## config.mk

```make
export PLATFORM = sky130hd
export DESIGN_NAME = fifo_ptr_monitor
export DESIGN_NICKNAME = d
export VERILOG_FILES = /design/src/rtl/fifo_mon_pkg.sv /design/src/rtl/fifo_ptr_chk.sv /design/src/rtl/fifo_ptr_monitor.sv
export SDC_FILE = /design/constraint.sdc
export NUM_CORES = 1
export LEC_CHECK = 0
export ABC_AREA = 1
export CORE_MARGIN = 2
export CORE_UTILIZATION = 55
export DETAILED_ROUTE_END_ITERATION = 10
export GPL_TIMING_DRIVEN = 1
export PLACE_DENSITY = 0.85
export REMOVE_ABC_BUFFERS = 1
export SYNTH_ARGS = -nofsm -noshare
export SYNTH_HDL_FRONTEND = slang
export SYNTH_SLANG_ARGS = --single-unit
```

## constraint.sdc

```tcl
create_clock -name write_clk -period 5.95 [get_ports write_clk]
set_clock_uncertainty 0.2 [all_clocks]
set_input_delay 1.785 -clock write_clk [delete_from_list [all_inputs] [get_ports write_clk]]
set_output_delay 1.785 -clock write_clk [all_outputs]
set_load 0.01 [all_outputs]
```

## src/rtl/fifo_mon_pkg.sv

```systemverilog
// Shared definitions for the FIFO write-side pointer monitor.
// Contents:
//   ERR_W and the bit index of each error class in a channel's error vector.
//   ptr_t is a wide container for pointers of any width up to MAX_PW bits.
//   The helpers take the real pointer width as an argument, so one function
//   serves every SIZE_LOG2.
package fifo_mon_pkg;

  localparam int ERR_W         = 6;
  localparam int ERR_STALL     = 0;
  localparam int ERR_INCR      = 1;
  localparam int ERR_HOLD      = 2;
  localparam int ERR_GRAY_ENC  = 3;
  localparam int ERR_GRAY_STEP = 4;
  localparam int ERR_FULL      = 5;

  localparam int MAX_PW = 33;
  typedef logic [MAX_PW-1:0] ptr_t;

  // The shift wraps to zero when pw == MAX_PW, which still yields all ones.
  function automatic ptr_t ptr_mask(input int pw);
    return (ptr_t'(1) << pw) - ptr_t'(1);
  endfunction

  function automatic ptr_t bin2gray(input ptr_t bin, input int pw);
    ptr_t b;
    b = bin & ptr_mask(pw);
    return (b >> 1) ^ b;
  endfunction

  // x & (x-1) clears the lowest set bit; anything left means two or more.
  function automatic logic popcount_gt1(input ptr_t x, input int pw);
    ptr_t v;
    v = x & ptr_mask(pw);
    return (v & (v - ptr_t'(1))) != '0;
  endfunction

  // Full occurs when the write gray pointer equals the synced read pointer
  // with its two MSBs inverted, meaning it is exactly one lap ahead.
  function automatic logic full_from_ptrs(input ptr_t gray, input ptr_t sync2,
                                          input int pw);
    ptr_t inv;
    inv = ptr_t'(3) << (pw - 2);
    return (gray & ptr_mask(pw)) == ((sync2 ^ inv) & ptr_mask(pw));
  endfunction

endpackage

```

## src/rtl/fifo_ptr_chk.sv

```systemverilog
// Single-channel write-pointer checker.
// It registers the previous en/full/bin/gray sample and produces the 6-bit
// error vector for the current cycle, without gating by mon_en.
// Ports:
//   clk_i, rst_ni  write clock and asynchronous active-low reset
//   en_i, full_i   write request and full flag of this channel
//   bin_i, gray_i  binary and gray write pointers
//   sync2_i        read pointer (gray) synchronised into the write domain
//   err_o          combinational error vector, indexed by ERR_* bit positions
module fifo_ptr_chk
  import fifo_mon_pkg::*;
#(
  parameter int SIZE_LOG2 = 5,
  localparam int PW = SIZE_LOG2 + 1
) (
  input  logic             clk_i,
  input  logic             rst_ni,
  input  logic             en_i,
  input  logic             full_i,
  input  logic [PW-1:0]    bin_i,
  input  logic [PW-1:0]    gray_i,
  input  logic [PW-1:0]    sync2_i,
  output logic [ERR_W-1:0] err_o
);

  logic          prev_valid_q;
  logic          prev_en_q;
  logic          prev_full_q;
  logic [PW-1:0] prev_bin_q;
  logic [PW-1:0] prev_gray_q;
  logic [PW-1:0] bin_inc;

  // History keeps updating while checking is disabled, so that re-enabling
  // compares against a fresh sample.
  always_ff @(posedge clk_i or negedge rst_ni) begin
    if (!rst_ni) begin
      prev_valid_q <= 1'b0;
      prev_en_q    <= 1'b0;
      prev_full_q  <= 1'b0;
      prev_bin_q   <= '0;
      prev_gray_q  <= '0;
    end else begin
      prev_valid_q <= 1'b1;
      prev_en_q    <= en_i;
      prev_full_q  <= full_i;
      prev_bin_q   <= bin_i;
      prev_gray_q  <= gray_i;
    end
  end

  // The addition wraps at PW bits, so all-ones followed by zero is legal.
  assign bin_inc = prev_bin_q + PW'(1);

  always_comb begin
    err_o = '0;
    err_o[ERR_STALL]     = prev_valid_q && prev_en_q && prev_full_q &&
                           ((bin_i != prev_bin_q) || (gray_i != prev_gray_q));
    err_o[ERR_INCR]      = prev_valid_q && prev_en_q && !prev_full_q &&
                           (bin_i != bin_inc);
    err_o[ERR_HOLD]      = prev_valid_q && !prev_en_q && (bin_i != prev_bin_q);
    err_o[ERR_GRAY_ENC]  = ptr_t'(gray_i) != bin2gray(ptr_t'(bin_i), PW);
    err_o[ERR_GRAY_STEP] = prev_valid_q &&
                           popcount_gt1(ptr_t'(gray_i ^ prev_gray_q), PW);
    err_o[ERR_FULL]      = full_i != full_from_ptrs(ptr_t'(gray_i),
                                                    ptr_t'(sync2_i), PW);
  end

endmodule

```

## src/rtl/fifo_ptr_monitor.sv

```systemverilog
// Multi-channel async-FIFO write-side pointer integrity monitor.
// Each channel has its own fifo_ptr_chk. This level gates the channel error
// vectors with mon_en, then keeps the sticky flags, a saturating count of
// error cycles and a capture of the first error.
// Ports:
//   write_clk, write_rst_n       clock and asynchronous active-low reset
//   mon_en                       0 suppresses recording of new errors
//   clear_err                    synchronous clear; new errors override it
//   p_write_en, p_write_full     per-channel write request and full flag
//   r_write_ptr_bin/_gray        per-channel write pointers, PW bits each
//   r_read_ptr_gray_sync2        per-channel synchronised read pointer
//   err_flags, err_any           sticky per-channel error vectors and their OR
//   err_cnt                      saturating count of cycles with new errors
//   first_err_valid/_ch/_code    capture of the first error event
module fifo_ptr_monitor
  import fifo_mon_pkg::*;
#(
  parameter int SIZE_LOG2 = 5,
  parameter int NUM_CH    = 1,
  parameter int ERR_CNT_W = 8,
  localparam int PW   = SIZE_LOG2 + 1,
  localparam int CH_W = (NUM_CH > 1) ? $clog2(NUM_CH) : 1
) (
  input  logic                    write_clk,
  input  logic                    write_rst_n,
  input  logic                    mon_en,
  input  logic                    clear_err,
  input  logic [NUM_CH-1:0]       p_write_en,
  input  logic [NUM_CH-1:0]       p_write_full,
  input  logic [NUM_CH*PW-1:0]    r_write_ptr_bin,
  input  logic [NUM_CH*PW-1:0]    r_write_ptr_gray,
  input  logic [NUM_CH*PW-1:0]    r_read_ptr_gray_sync2,
  output logic [NUM_CH*ERR_W-1:0] err_flags,
  output logic                    err_any,
  output logic [ERR_CNT_W-1:0]    err_cnt,
  output logic                    first_err_valid,
  output logic [CH_W-1:0]         first_err_ch,
  output logic [ERR_W-1:0]        first_err_code
);

  function automatic logic [ERR_CNT_W-1:0] sat_inc(input logic [ERR_CNT_W-1:0] v);
    return (&v) ? v : v + ERR_CNT_W'(1);
  endfunction

  logic [ERR_W-1:0]        raw_err [NUM_CH];
  logic [ERR_W-1:0]        new_err [NUM_CH];

  logic [NUM_CH*ERR_W-1:0] flags_q, flags_d;
  logic                    any_q, any_d;
  logic [ERR_CNT_W-1:0]    cnt_q, cnt_d;
  logic                    fv_q, fv_d;
  logic [CH_W-1:0]         fch_q, fch_d;
  logic [ERR_W-1:0]        fcode_q, fcode_d;

  logic                    any_new;
  logic                    cap_load;
  logic [CH_W-1:0]         sel_ch;
  logic [ERR_W-1:0]        sel_code;

  for (genvar c = 0; c < NUM_CH; c++) begin : g_ch
    fifo_ptr_chk #(
      .SIZE_LOG2(SIZE_LOG2)
    ) u_chk (
      .clk_i  (write_clk),
      .rst_ni (write_rst_n),
      .en_i   (p_write_en[c]),
      .full_i (p_write_full[c]),
      .bin_i  (r_write_ptr_bin[c*PW +: PW]),
      .gray_i (r_write_ptr_gray[c*PW +: PW]),
      .sync2_i(r_read_ptr_gray_sync2[c*PW +: PW]),
      .err_o  (raw_err[c])
    );
    assign new_err[c] = mon_en ? raw_err[c] : '0;
  end

  // Scanning from the top channel down leaves the lowest failing channel
  // selected when several fail in the same cycle.
  always_comb begin
    any_new  = 1'b0;
    sel_ch   = '0;
    sel_code = '0;
    flags_d  = clear_err ? '0 : flags_q;
    for (int c = NUM_CH - 1; c >= 0; c--) begin
      flags_d[c*ERR_W +: ERR_W] = flags_d[c*ERR_W +: ERR_W] | new_err[c];
      if (|new_err[c]) begin
        any_new  = 1'b1;
        sel_ch   = CH_W'(c);
        sel_code = new_err[c];
      end
    end
  end

  // New errors win over clear_err: the counter restarts at 1 and the capture
  // reloads instead of emptying.
  assign cap_load = any_new && (!fv_q || clear_err);

  always_comb begin
    any_d = |flags_d;

    if (any_new)        cnt_d = clear_err ? ERR_CNT_W'(1) : sat_inc(cnt_q);
    else if (clear_err) cnt_d = '0;
    else                cnt_d = cnt_q;

    fv_d    = fv_q;
    fch_d   = fch_q;
    fcode_d = fcode_q;
    if (cap_load) begin
      fv_d    = 1'b1;
      fch_d   = sel_ch;
      fcode_d = sel_code;
    end else if (clear_err) begin
      fv_d    = 1'b0;
      fch_d   = '0;
      fcode_d = '0;
    end
  end

  // Result registers: one cycle after the offending sample.
  always_ff @(posedge write_clk or negedge write_rst_n) begin
    if (!write_rst_n) begin
      flags_q <= '0;
      any_q   <= 1'b0;
      cnt_q   <= '0;
      fv_q    <= 1'b0;
      fch_q   <= '0;
      fcode_q <= '0;
    end else begin
      flags_q <= flags_d;
      any_q   <= any_d;
      cnt_q   <= cnt_d;
      fv_q    <= fv_d;
      fch_q   <= fch_d;
      fcode_q <= fcode_d;
    end
  end

  assign err_flags       = flags_q;
  assign err_any         = any_q;
  assign err_cnt         = cnt_q;
  assign first_err_valid = fv_q;
  assign first_err_ch    = fch_q;
  assign first_err_code  = fcode_q;

endmodule

```

==> metrics.csv, run 1 <==
metric,value,unit
outcome,finished clean,
drt-initial-drc-count,177,
hold_viol,0,
port-buffer-count,45,
endpoint_kind,flop,
via_per_inst,5.07,
dp.cells,419,
relSlewSlack,0.449,
fin_cells,427,
syn_to_final_growth,25.8,%
root_buffer,clkbuf_8,
ys_ff_latch,37,
power_switching,0.000185,W
worstPathArrival,3.77,ns
place.gp.congestion,0.811,
timing.final.ws_setup,2.21,ns
grt_pass1_wl,8.36,mm
path_max_fanout,14,
yosysSeqAreaShare,0.413,
min_period,3.74,ns
syn_avg_cell_area,6.83,um2
p_clk_frac,0.306,
crit_type,in -> reg,
internal_power,0.000425,W
critPathLaunchType,primary input,
drt-total-wl,5.00,mm
clk_pin_slew_worst_paths,0.08,ns
grt_pass1_vias,2016,
synthCells,328,
dp_slack,1.95,ns
yosysWarnings,0,
drv_slew,0,
num_rows,23,
netlist_area,2240,um2
cts_buffer_depth,2,
core,3970,um2
dieArea,4600,um2
postRouteAntennaNets,0,
drive_above_1_share,0.106,
hpwlAfterDp,3.71,mm
setup_tns,0,ns
drtPass1Iterations,6,
grt_max_degree,38,
ctsResizeCount,0,
die_w,67.8,um
seq_power_share,0.461,
wire_per_inst,11.7,um
die_h,67.8,um
overflow,0,
numCtsBuffers,5,
ioPinCount,47,
vias,2163,
cp.required,5.98,ns
pwr_density_cell,217,nW/um2
cap_violations,0,
cts_setup_buffers,0,
hold_path_class,reg -> reg,
ir_drop,0.150,mV
clkLatencyLatePin,0.29,ns
diodes,0,
p_leak,1.56,nW
rsz0062_at_grt,false,
cts_sinks,37,
grt_use_total,0.243,
p_comb_frac,0.233,
fin_crit_sh,0.628,
cts_tree,built,
drcViolationCount,0,
hold_buffers,0,
initial_core_util,0.564,
tightestPinTransition,0.827,ns
antenna_found_initial,0,
fmax,267,MHz
htree_levels,2,
synth.distinct_cells,26,
sw_frac_of_total,0.303,
hold_ws,0.295,ns
setup_viol,0,
nets,402,
-- cell usage after synthesis (all sizes together) --
cell type,number,share of area
conb,2,0.0034
nand4,7,0.020
ha,2,0.011
a21oi,4,0.011
nand2,148,0.27
xnor2,3,0.012
nor2,25,0.054
nor3,3,0.0067
xor2,3,0.012
o21ai,4,0.0089
nand3,37,0.083
o211ai,1,0.0034
or2,1,0.0028
nand3b,1,0.0034
buf,4,0.012
inv,46,0.077
dfrtp,37,0.41
-- placed cells by master, fill, tap and decap left out, drive strengths merged, types with 4 or more instances in the layout --
master and n:
o21ai 4, inv 46, dfrtp 37, nand3 37, clkdlybuf4s50 44, nand2 148
nand4 7, clkbuf 6, a21oi 4, nor2 25
-- state kept, by name, indices dropped and copies added (netlist names) --
| name | flops |
|---|---|
| g_ch.u_chk.prev_bin_q | 6 |
| first_err_code | 6 |
| err_any | 1 |
| g_ch.u_chk.prev_en_q | 1 |
| first_err_valid | 1 |
| g_ch.u_chk.prev_valid_q | 1 |
| g_ch.u_chk.prev_full_q | 1 |
| g_ch.u_chk.prev_gray_q | 6 |
| err_flags | 6 |
| err_cnt | 8 |
-- power by group through the flow --
stage	Sequential [W]	Combinational (W)	Clock [W]
finish	0.000281	0.000142	0.000187
global route	0.000283	0.000160	0.000203
CTS	0.000281	0.000143	0.000188
detailed placement	0.000286	0.000142	0
global placement	0.000286	0.000139	0
floorplan	0.000290	0.0000724	0
-- worst max-delay path: stages --
cell	delay, ns
clkdlybuf4s50_1	0.59
inv_2	0.09
nand2_2	0.07
nand2_2	0.07
nor2_4	0.14
nand2_2	0.07
nor2_1	0.11
nand2_1	0.09
nand2_1	0.12
nand2_2	0.08
nor2_4	0.12
nand2_4	0.13
nand2_4	0.14
nand3_1	0.09
nand2_1	0.09
-- through the flow --
stage / total power, W / utilization / cell area [um2]
2_1_floorplan: 0.000362 / - / 2210
3_3_place_gp: 0.000425 / 0.686 / 2720
3_5_place_dp: 0.000428 / 0.686 / 2720
4_1_cts: 0.000612 / 0.710 / 2820
5_1_grt: 0.000646 / 0.710 / 2820
6_report: 0.000610 / 0.710 / 2820
-- area by class of cell --
cell class	count	area (um2)
inverters	46	173
fillers	327	1150
clock buffers	6	82.6
well taps	50	62.6
clock inverters	2	13.8
repair buffers	45	445
flip-flops and latches	37	926
multi-input cells	241	1120
-- cell families after synthesis --
kind of cell,synth area share
simple gates,0.437
flops,0.413
buf+inv,0.0888
compound gates,0.0229
fa+ha+maj,0.0112
other cells,0.00335
xor+xnor,0.0235
-- worst paths after layout --
check / from / endpoint / slack, ns / depth (start not counted)
max: r_write_ptr_gray[3] / err_cnt[2] / 2.21 / 15
min: err_flags[4] / err_flags[4] / 0.29 / 2
max reg2reg: g_ch[0].u_chk.prev_bin_q[0] / err_cnt[2] / 3.78 / 15
min reg2reg: err_flags[4] / err_flags[4] / 0.29 / 2
max in group asynchronous: write_rst_n / g_ch[0].u_chk.prev_en_q / 3.63 / 1
min in group asynchronous: write_rst_n / g_ch[0].u_chk.prev_gray_q[0] / 1.39 / 1
-- metal layers --
metal  up-vias  share of wire  track usage
met4         0          0.018       0.0875
met3        11          0.043       0.0592
met2        47           0.48        0.402
met1       993           0.45        0.310
li1       1112              -            -
met5         -              0            0
Note: power is estimated with default switching activity, not from simulation.
==> run 2, diff against run 1 <==
- CORE_UTILIZATION: 55 -> 51
- PLACE_DENSITY: 0.85 -> 0.8
- clock period: 5.95 -> 3.5 ns (I/O delays scaled with it)
==> run 2 against run 1 <==
  * Worst hold slack gained 0.0065 ns
  * First-iteration DRC count shrank 27%
  * Register-to-register slack lost 2.4 ns
  * Non-clock buffer count is the same
  * Final area shrank 0.13%
  * Critical endpoint is now err_cnt[0]
  * Combinational power grew 70%
  * Setup slack lost 1.8 ns
  * Final cell count grew 0.23%
  * Wire length grew 0.18%
  * Critical path depth is the same
  * Largest cell class unchanged
  * Global-route usage shrank 2.8 points
  * Clock-buffer cell count is the same
==> metrics.csv, run 2 (same netlist as run 1, synthesis figures left out) <==
metric,value,unit
outcome,finished clean,
final_cell_mix,"nand2_1, clkdlybuf4s50_1, nand3_1, dfrtp_1, inv_1",
cts_buffer_depth,2,
fin_crit_sh,0.868,
num_rows,24,
sw_frac_of_total,0.298,
overflow,0,
largest_register_ffs,8,
antenna_found_initial,0,
layout_commonest_cell,nand2_1,
drcViolationCount,0,
grt_pass1_vias,1940,
ctsResizeCount,0,
p_comb_frac,0.236,
cts_setup_buffers,0,
numCtsBuffers,5,
drt-total-wl,5.01,mm
hold_buffers,0,
cp.required,3.52,ns
hold_ws,0.302,ns
fmax,329,MHz
internal_power,0.000719,W
setup_tns,0,ns
drv_slew,0,
syn_to_final_growth,25.6,%
die_w,70.3,um
diodes,0,
vias,2127,
cts_sinks,37,
cts_tree,built,
wire_per_inst,11.7,um
drive_above_1_share,0.104,
power_switching,0.000305,W
clk_pin_slew_worst_paths,0.07,ns
seq_power_share,0.469,
grt_use_total,0.215,
grt_max_degree,38,
worstPathArrival,3.06,ns
pwr_density_cell,364,nW/um2
critPathLaunchType,primary input,
rsz0062_at_grt,false,
postRouteAntennaNets,0,
relSlewSlack,0.457,
cap_violations,0,
fin_util,0.656,
grt_pass1_wl,8.58,mm
crit_type,in -> reg,
path_max_fanout,14,
hold_path_class,reg -> reg,
p_leak,1.55,nW
min_period,3.04,ns
setup_viol,0,
hpwlAfterDp,3.80,mm
place.gp.congestion,0.857,
initial_core_util,0.522,
die_h,70.3,um
drtPass1Iterations,4,
htree_levels,2,
tightestPinTransition,0.814,ns
core,4290,um2
root_buffer,clkbuf_8,
port-buffer-count,45,
endpoint_kind,flop,
via_per_inst,4.97,
ir_drop,0.214,mV
ioPinCount,47,
nets,402,
hold_viol,0,
dieArea,4940,um2
drt-initial-drc-count,130,
p_clk_frac,0.295,
clkLatencyLatePin,0.29,ns
## run 2: cell count changes in the layout (fill, tap and decap cells not counted), sizes merged
| cell | previous run | this run |
|---|---|---|
| clkinv | 2 | 0 |
| clkinvlp | 0 | 1 |
## run 2: area by class of cell
class,instances,area [um2]
Inverter,46,173
Tap cell,52,65.1
Clock inverter,1,7.51
Sequential cell,37,926
Fill cell,374,1480
Clock buffer,6,82.6
Timing Repair Buffer,45,445
Multi-Input combinational cell,241,1120
## run 2: layer usage
layer / GRT usage / wire, um
met1: 0.275 / 2330
met2: 0.372 / 2360
met5: 0 / 0
met3: 0.0361 / 240
met4: 0.0641 / 74
## run 2: stage by stage
step	cells	area [um2]	setup slack (ns)	total power [W]
6_report	428	2820	0.461	0.00102
3_3_place_gp	421	2730	0.256	0.000722
5_1_grt	428	2820	0.268	0.00108
4_1_cts	428	2820	0.458	0.00103
2_1_floorplan	324	2210	1.12	0.000616
3_5_place_dp	421	2730	0.222	0.000729
## run 2: path summary, 6_finish.rpt
check	start	end	slack, ns	cells past startpoint
max	r_write_ptr_gray[3]	err_cnt[0]	0.46	15
min	err_flags[4]	err_flags[4]	0.30	2
max reg2reg	g_ch[0].u_chk.prev_bin_q[0]	err_cnt[0]	1.34	15
min reg2reg	err_flags[4]	err_flags[4]	0.30	2
max in group asynchronous	write_rst_n	g_ch[0].u_chk.prev_bin_q[0]	1.92	1
min in group asynchronous	write_rst_n	g_ch[0].u_chk.prev_gray_q[0]	0.65	1
## run 2: power groups by stage
stage | Sequential (W) | Clock (W) | Combinational [W]
after floorplan | 0.000493 | 0 | 0.000123
after global placement | 0.000486 | 0 | 0.000236
after detailed placement | 0.000487 | 0 | 0.000241
after CTS | 0.000479 | 0.000306 | 0.000243
after global routing | 0.000484 | 0.000322 | 0.000271
final | 0.000480 | 0.000302 | 0.000241
## run 2: worst max-delay path: stages
cell and delay, ns:
clkdlybuf4s50_1 0.61, inv_2 0.09, nand2_2 0.07, nand2_2 0.07, nor2_4 0.14, nand2_2 0.07
nor2_1 0.13, nand2_1 0.09, nand2_1 0.10, nand2_2 0.07, nor2_4 0.13, nand2_4 0.14
nand2_4 0.14, nand3_1 0.09, nand2_1 0.08
